## config.mk

```make
export PLATFORM = sky130hd
export DESIGN_NAME = pipe_hazard_ctrl
export DESIGN_NICKNAME = d
export VERILOG_FILES = /design/src/rtl/pipe_hazard_ctrl.sv
export SDC_FILE = /design/constraint.sdc
export NUM_CORES = 1
export LEC_CHECK = 0
export CELL_PAD_IN_SITES_DETAIL_PLACEMENT = 1
export CELL_PAD_IN_SITES_GLOBAL_PLACEMENT = 1
export CORE_MARGIN = 5
export CORE_UTILIZATION = 35
export CTS_BUF_LIST = sky130_fd_sc_hd__clkbuf_8
export DETAILED_ROUTE_END_ITERATION = 10
export PLACE_DENSITY = 0.82
export SYNTH_ARGS = -nofsm -noshare
export SYNTH_HDL_FRONTEND = slang
export SYNTH_SLANG_ARGS = --single-unit
```

## constraint.sdc

```tcl
create_clock -name CLK -period 1.9 [get_ports CLK]
set_input_delay 0.38 -clock CLK [delete_from_list [all_inputs] [get_ports CLK]]
set_output_delay 0.38 -clock CLK [all_outputs]
set_load 0.1 [all_outputs]
```

## src/rtl/pipe_hazard_ctrl.sv

```systemverilog
// -----------------------------------------------------------------------------
// pipe_hazard_ctrl
//
// Purpose:
//   Control end of the IF/ID -> EX/MEM pipeline register. It drives the enable
//   of that register and the PC/fetch enables. It inserts NOP bubbles on
//   load-use hazards and taken branches, and freezes the front-end while data
//   memory is busy. Saturating debug counters and a sticky memory-timeout flag
//   are kept alongside.
//
// Ports:
//   CLK            in   clock, all state updates on posedge
//   RESET          in   synchronous active-high reset
//   id_RA/id_RB    in   source registers of the instruction in IF/ID
//   id_USE_A/B     in   instruction actually reads RA / RB
//   ex_WC          in   destination register held in EX/MEM
//   ex_W_RB        in   EX/MEM instruction writes the register bank
//   ex_S_MXRB      in   EX/MEM writeback source select
//   br_TAKEN       in   branch resolved taken in EX this cycle
//   mem_BUSY       in   data memory not ready, pipeline must hold
//   EN_PC          out  PC register enable
//   EN_IF          out  fetch/instruction register enable
//   FLUSH_IF       out  clear fetched (wrong-path) instruction
//   EN_IFID_EXMEM  out  enable of the IF/ID -> EX/MEM register
//   BUBBLE         out  force that register to load NOP fields
//   state          out  0 = RUN, 1 = FLUSH
//   stall_cnt      out  load-use stall cycles, saturating
//   flush_cnt      out  cycles with FLUSH_IF = 1, saturating
//   wait_cnt       out  freeze cycles, saturating
//   err_TIMEOUT    out  sticky: a busy period reached MEM_TIMEOUT cycles
// -----------------------------------------------------------------------------
module pipe_hazard_ctrl #(
  parameter logic [1:0] LOAD_SEL     = 2'b01,
  parameter int         FLUSH_CYCLES = 2,
  parameter int         MEM_TIMEOUT  = 16
) (
  input  logic        CLK,
  input  logic        RESET,
  input  logic [3:0]  id_RA,
  input  logic [3:0]  id_RB,
  input  logic        id_USE_A,
  input  logic        id_USE_B,
  input  logic [3:0]  ex_WC,
  input  logic        ex_W_RB,
  input  logic [1:0]  ex_S_MXRB,
  input  logic        br_TAKEN,
  input  logic        mem_BUSY,
  output logic        EN_PC,
  output logic        EN_IF,
  output logic        FLUSH_IF,
  output logic        EN_IFID_EXMEM,
  output logic        BUBBLE,
  output logic        state,
  output logic [15:0] stall_cnt,
  output logic [15:0] flush_cnt,
  output logic [15:0] wait_cnt,
  output logic        err_TIMEOUT
);

  typedef enum logic {
    ST_RUN   = 1'b0,
    ST_FLUSH = 1'b1
  } state_t;

  // Flush counter value loaded on a taken branch (the branch cycle itself is
  // the first bubble, so only the remaining ones are counted here).
  localparam logic [2:0]  FLUSH_INIT  = 3'(FLUSH_CYCLES - 1);
  localparam logic [15:0] TIMEOUT_VAL = 16'(MEM_TIMEOUT);

  // Increment that sticks at all-ones instead of wrapping.
  function automatic logic [15:0] sat_inc(input logic [15:0] v);
    if (v == 16'hFFFF) begin
      return v;
    end else begin
      return v + 16'd1;
    end
  endfunction

  state_t      r_state;
  logic [2:0]  r_fcnt;
  logic [15:0] r_busy_run;
  logic [15:0] r_stall_cnt;
  logic [15:0] r_flush_cnt;
  logic [15:0] r_wait_cnt;
  logic        r_err;

  logic        w_lu;
  logic [15:0] w_busy_inc;
  logic        w_en_pc;
  logic        w_en_if;
  logic        w_flush_if;
  logic        w_en_reg;
  logic        w_bubble;
  state_t      w_state_nxt;
  logic [2:0]  w_fcnt_nxt;
  logic [15:0] w_busy_nxt;
  logic        w_err_nxt;
  logic        w_inc_stall;
  logic        w_inc_flush;
  logic        w_inc_wait;

  // Load in EX/MEM whose destination matches a source actually read in IF/ID.
  // R0 gets no special treatment.
  assign w_lu = ex_W_RB && (ex_S_MXRB == LOAD_SEL) &&
                ((id_USE_A && (id_RA == ex_WC)) || (id_USE_B && (id_RB == ex_WC)));

  assign w_busy_inc = sat_inc(r_busy_run);

  // Control outputs and next-state, priority RESET > busy > FLUSH > branch > LU.
  always_comb begin
    w_en_pc     = 1'b0;
    w_en_if     = 1'b0;
    w_flush_if  = 1'b0;
    w_en_reg    = 1'b0;
    w_bubble    = 1'b0;
    w_state_nxt = r_state;
    w_fcnt_nxt  = r_fcnt;
    w_busy_nxt  = 16'd0;
    w_err_nxt   = r_err;
    w_inc_stall = 1'b0;
    w_inc_flush = 1'b0;
    w_inc_wait  = 1'b0;

    if (RESET) begin
      // Clock a NOP into the pipeline register while in reset.
      w_en_reg = 1'b1;
      w_bubble = 1'b1;
    end else if (mem_BUSY) begin
      // Freeze: everything holds, only the busy bookkeeping moves.
      w_inc_wait = 1'b1;
      w_busy_nxt = w_busy_inc;
      if (w_busy_inc == TIMEOUT_VAL) begin
        w_err_nxt = 1'b1;
      end else begin
        w_err_nxt = r_err;
      end
    end else if (r_state == ST_FLUSH) begin
      w_en_pc     = 1'b1;
      w_en_if     = 1'b1;
      w_flush_if  = 1'b1;
      w_en_reg    = 1'b1;
      w_bubble    = 1'b1;
      w_inc_flush = 1'b1;
      // A zero count is not reachable, but exit FLUSH rather than wrap.
      if (r_fcnt <= 3'd1) begin
        w_state_nxt = ST_RUN;
        w_fcnt_nxt  = 3'd0;
      end else begin
        w_fcnt_nxt  = r_fcnt - 3'd1;
      end
    end else if (br_TAKEN) begin
      w_en_pc     = 1'b1;
      w_en_if     = 1'b1;
      w_flush_if  = 1'b1;
      w_en_reg    = 1'b1;
      w_bubble    = 1'b1;
      w_inc_flush = 1'b1;
      if (FLUSH_CYCLES > 1) begin
        w_state_nxt = ST_FLUSH;
        w_fcnt_nxt  = FLUSH_INIT;
      end else begin
        w_state_nxt = ST_RUN;
        w_fcnt_nxt  = 3'd0;
      end
    end else if (w_lu) begin
      // Hold PC/fetch, push one bubble; next cycle EX/MEM holds the NOP.
      w_en_reg    = 1'b1;
      w_bubble    = 1'b1;
      w_inc_stall = 1'b1;
    end else begin
      w_en_pc  = 1'b1;
      w_en_if  = 1'b1;
      w_en_reg = 1'b1;
    end
  end

  // State, flush counter, busy run, debug counters and sticky error.
  always_ff @(posedge CLK) begin
    if (RESET) begin
      r_state     <= ST_RUN;
      r_fcnt      <= 3'd0;
      r_busy_run  <= 16'd0;
      r_stall_cnt <= 16'd0;
      r_flush_cnt <= 16'd0;
      r_wait_cnt  <= 16'd0;
      r_err       <= 1'b0;
    end else begin
      r_state    <= w_state_nxt;
      r_fcnt     <= w_fcnt_nxt;
      r_busy_run <= w_busy_nxt;
      r_err      <= w_err_nxt;
      if (w_inc_stall) begin
        r_stall_cnt <= sat_inc(r_stall_cnt);
      end else begin
        r_stall_cnt <= r_stall_cnt;
      end
      if (w_inc_flush) begin
        r_flush_cnt <= sat_inc(r_flush_cnt);
      end else begin
        r_flush_cnt <= r_flush_cnt;
      end
      if (w_inc_wait) begin
        r_wait_cnt <= sat_inc(r_wait_cnt);
      end else begin
        r_wait_cnt <= r_wait_cnt;
      end
    end
  end

  assign EN_PC         = w_en_pc;
  assign EN_IF         = w_en_if;
  assign FLUSH_IF      = w_flush_if;
  assign EN_IFID_EXMEM = w_en_reg;
  assign BUBBLE        = w_bubble;
  assign state         = r_state;
  assign stall_cnt     = r_stall_cnt;
  assign flush_cnt     = r_flush_cnt;
  assign wait_cnt      = r_wait_cnt;
  assign err_TIMEOUT   = r_err;

endmodule

```

==> results.md <==
- Worst-Skew Late Latency: between 300 and 400 ps
- Crit Reg-Reg Startpoint: stall_cnt[5]$_SDFFE_PP0P_
- Post-route fraction of the period consumed by the critical path: 1.07
- Crit path largest cell delay: 470 ps
- Minimum clock period: between 2000 and 2500 ps
- Post-DRT Antenna Nets: 0
- Syn Inst Count: between 400 and 500
- Clk root buf: clkbuf_8
- Syn. warnings: 0
- Flops & latches, synth: 69
- Hold Buf Count CTS: 0
- RSZ-0062 raised after global routing: yes
- Avg WL per Cell: approximately 17 µm
- CP Cell Sequence: clkdlybuf4s50_1 -> nand3_1 -> a21o_1 -> a21oi_2 -> or2_4 -> buf_12
- Final net count: 604
- Pwr dens: 539 nW/µm²
- Worst-Margin Slew: 461 ps
- # port buffers: 75
- Antenna diodes: 0
- Top post-synthesis cells by count: 69 x dfxtp_1, 62 x nor2_1, 25 x a21oi_1
- Failing checks: setup timing
- Pre-antenna DRT Iters: 4
- Slowest CP cell: clkdlybuf4s50_1
- Sequential area share after synthesis: 0.381
- Setup violators final: 14
- Top-area cell type share of the netlist area: 0.381
- Worst setup path startpoint: id_USE_A
- Synth-to-layout area growth: 59.8%
- Static leakage: around 0.0023 µW
- Met2 routed WL: roughly 6700 µm
- Hpwl dp: approximately 8600 µm
- Ys flop type: dfxtp_1
- Sink Count: a little under 70
- DR DRC count: 0
- Outcome: complete, but fails checks
- Max clock buf depth: 2
- H-Tree Depth: 3
- WP buf/inv: 2
- Final worst setup slack: -131 ps
- Final-report hold violation count: 0
- Cell taking the most area after synthesis: dfxtp_1
- Layout cells sized above 1: 0.423
- WL met3: 334 µm
- Post-route insts no fill: 718
- Ranking of synthesized cells by area: dfxtp_1 38%, nor2_1 6.4%, xor2_1 4.6%
- Area of the core: between 10000 and 15000 µm²
- Die Height: about 110 µm
- Post-synth cell types: 50
- Mapped cell area: between 3000 and 4000 µm²
- Reg area: between 1500 and 2000 µm²
- Die width: 112 µm
- Cell with the most instances after synthesis: dfxtp_1
- First-pass GRT wire length: 20400 µm
- Syn nets: approximately 470
- Worst EP required: 1520 ps
- Power, Total: around 3100 µW
- FP Rows: 37
- Die ar.: 12500 µm²
- Worst hold path class: reg -> reg
- Final WL: around 12000 µm
- Worst Skew: 11.8 ps
- Crit path max-delay family: buffers and inverters
- Levels on crit path: 6
- CP Capture Type: primary output
- Vias: 3830
- Number of synthesized flops with an enable pin: 0
- Initial DRC Count: 144
- Reg2reg setup slack: around 60 ps
- Uppermost layer routed: met4
- Largest net degree at the start of global routing: 36
- Vias in the first global route: between 4000 and 5000
- Syn_area_per_cell: 8.11 µm²
- Arr. time, crit path: roughly 1700 ps
- Pins Over Slew Limit: 0
- CP Max Fanout: 3
- Multi-input gate area: about 2300 µm²
- FILL cells: ~1200
- CP startpoint kind: primary input
- Dpl cells: 696
- Async S/R FF share, synth: 0
- Max_cap viols: 0
- Final instance area: between 5000 and 6000 µm²
- Achievable frequency: ~500 MHz
- Placed Area: between 5000 and 6000 µm²
- Total grt overflow: 0
- Worst vdd ir: 0.471 mV
- Initial antenna violation count: 0
- GRT Total Usage: 0.192
- FF-to-FF path depth: 6
- Via density: between 5 and 6
- Final Util: 0.567
- TritonCTS clock tree: yes
- Crit path kind: in -> out
- CTS Buf Count: 9
- Clk pin slew, worst setup/hold paths: 70 ps
- WL met1: a little over 5000 µm
- # IOs: 76
- Slew headroom: 0.690
- Routability cong.: 0.915
- WHS Path Cells: 2
- HP Start: err_TIMEOUT$_SDFFE_PP0P_
- Initial core utilization: 0.355
-- worst paths after layout --
check                                     to
setup / recovery                      BUBBLE
hold / removal      err_TIMEOUT$_SDFFE_PP0P_
setup reg to reg  stall_cnt[14]$_SDFFE_PP0P_
hold reg to reg     err_TIMEOUT$_SDFFE_PP0P_
-- cell usage in the layout (no fill, tap or decap), types with 4 or more instances in the layout --
| master | Yosys | routed |
|---|---|---|
| dfxtp_2 | 0 | 23 |
| xnor2_1 | 16 | 15 |
| a21oi_1 | 25 | 24 |
| and4_1 | 6 | 6 |
| inv_1 | 19 | 19 |
| nand4_1 | 14 | 14 |
| and3_1 | 20 | 18 |
| nor3_2 | 2 | 6 |
| dfxtp_1 | 69 | 16 |
| nand2_1 | 24 | 24 |
| buf_4 | 1 | 81 |
| nor2_1 | 62 | 58 |
| nand3b_1 | 4 | 4 |
| nand3_1 | 21 | 19 |
| buf_6 | 1 | 5 |
| nor3_1 | 14 | 7 |
| mux2_4 | 0 | 5 |
| or3_1 | 9 | 9 |
| dfxtp_4 | 0 | 30 |
| o21ai_0 | 22 | 22 |
| clkbuf_8 | 0 | 9 |
| mux2i_1 | 4 | 4 |
| ha_1 | 6 | 4 |
| buf_2 | 1 | 6 |
| a211oi_1 | 5 | 5 |
| or4_1 | 4 | 4 |
| nor2b_1 | 11 | 9 |
| a31oi_1 | 5 | 5 |
| buf_12 | 0 | 35 |
| mux2_2 | 8 | 4 |
| xor2_1 | 19 | 17 |
| dlygate4sd2_1 | 0 | 7 |
-- power breakdown --
| part | leakage (µW) | internal [µW] | switching, µW |
|---|---|---|---|
| clock | 0.000114 | 735 | 592 |
| sequential | 0.000592 | 1420 | 16.8 |
| combinational | 0.00160 | 141 | 222 |
| total | 0.00231 | 2290 | 831 |
-- area by class of cell --
| cell class | instances | share of cell area |
|---|---|---|
| clock buffers | 9 | 0.0214 |
| well taps | 136 | 0.0293 |
| clock inverters | 7 | 0.0158 |
| flip-flops and latches | 69 | 0.263 |
| multi-input cells | 340 | 0.400 |
| repair buffers | 138 | 0.258 |
| inverters | 19 | 0.0127 |
-- registers in the layout, summed over array words and instances, names as in the netlist --
register     cells
flush_cnt       16
r_busy_run      16
stall_cnt       16
wait_cnt        16
r_fcnt           3
err_TIMEOUT      1
state            1
-- cell families after synthesis --
family / count (synthesis) / synth area share
muxes: 13 / 0.0390
adders and majority gates: 6 / 0.0207
AOI/OAI and AO/OA: 78 / 0.132
xor gates and xnor gates: 35 / 0.0845
buffers and inverters: 38 / 0.0428
and+or+nand+nor: 208 / 0.300
DFF: 69 / 0.381
-- routing by layer --
metal	up-vias	global-route usage
li1	1845	-
met1	1905	0.227
met2	68	0.353
met3	12	0.0332
met4	0	0.0568
met5	-	0
-- worst min-delay path, stage by stage (launching register included) --
cell and delay, ps:
dfxtp_1 340, inv_1 60, o22ai_1 70
-- timing repair --
action / 4_1_cts / 5_1_grt
endpoints found under the hold margin: 0 / 0
pin swaps: 18 / 4
endpoints found under the setup margin: 39 / 26
resized for setup: 67 / 37
setup buffers: 4 / 3
-- metrics by stage --
step                setup TNS [ps]  hold WS, ps  setup slack (ps)
CTS                           -242          524             -93.1
floorplan                    -3480          450              -304
detailed placement          -25220          490              -855
finish                        -827          517              -131
global route                 -1650          547              -178
global placement            -20610          465              -732
No activity file was read; power rests on OpenSTA's default activity.
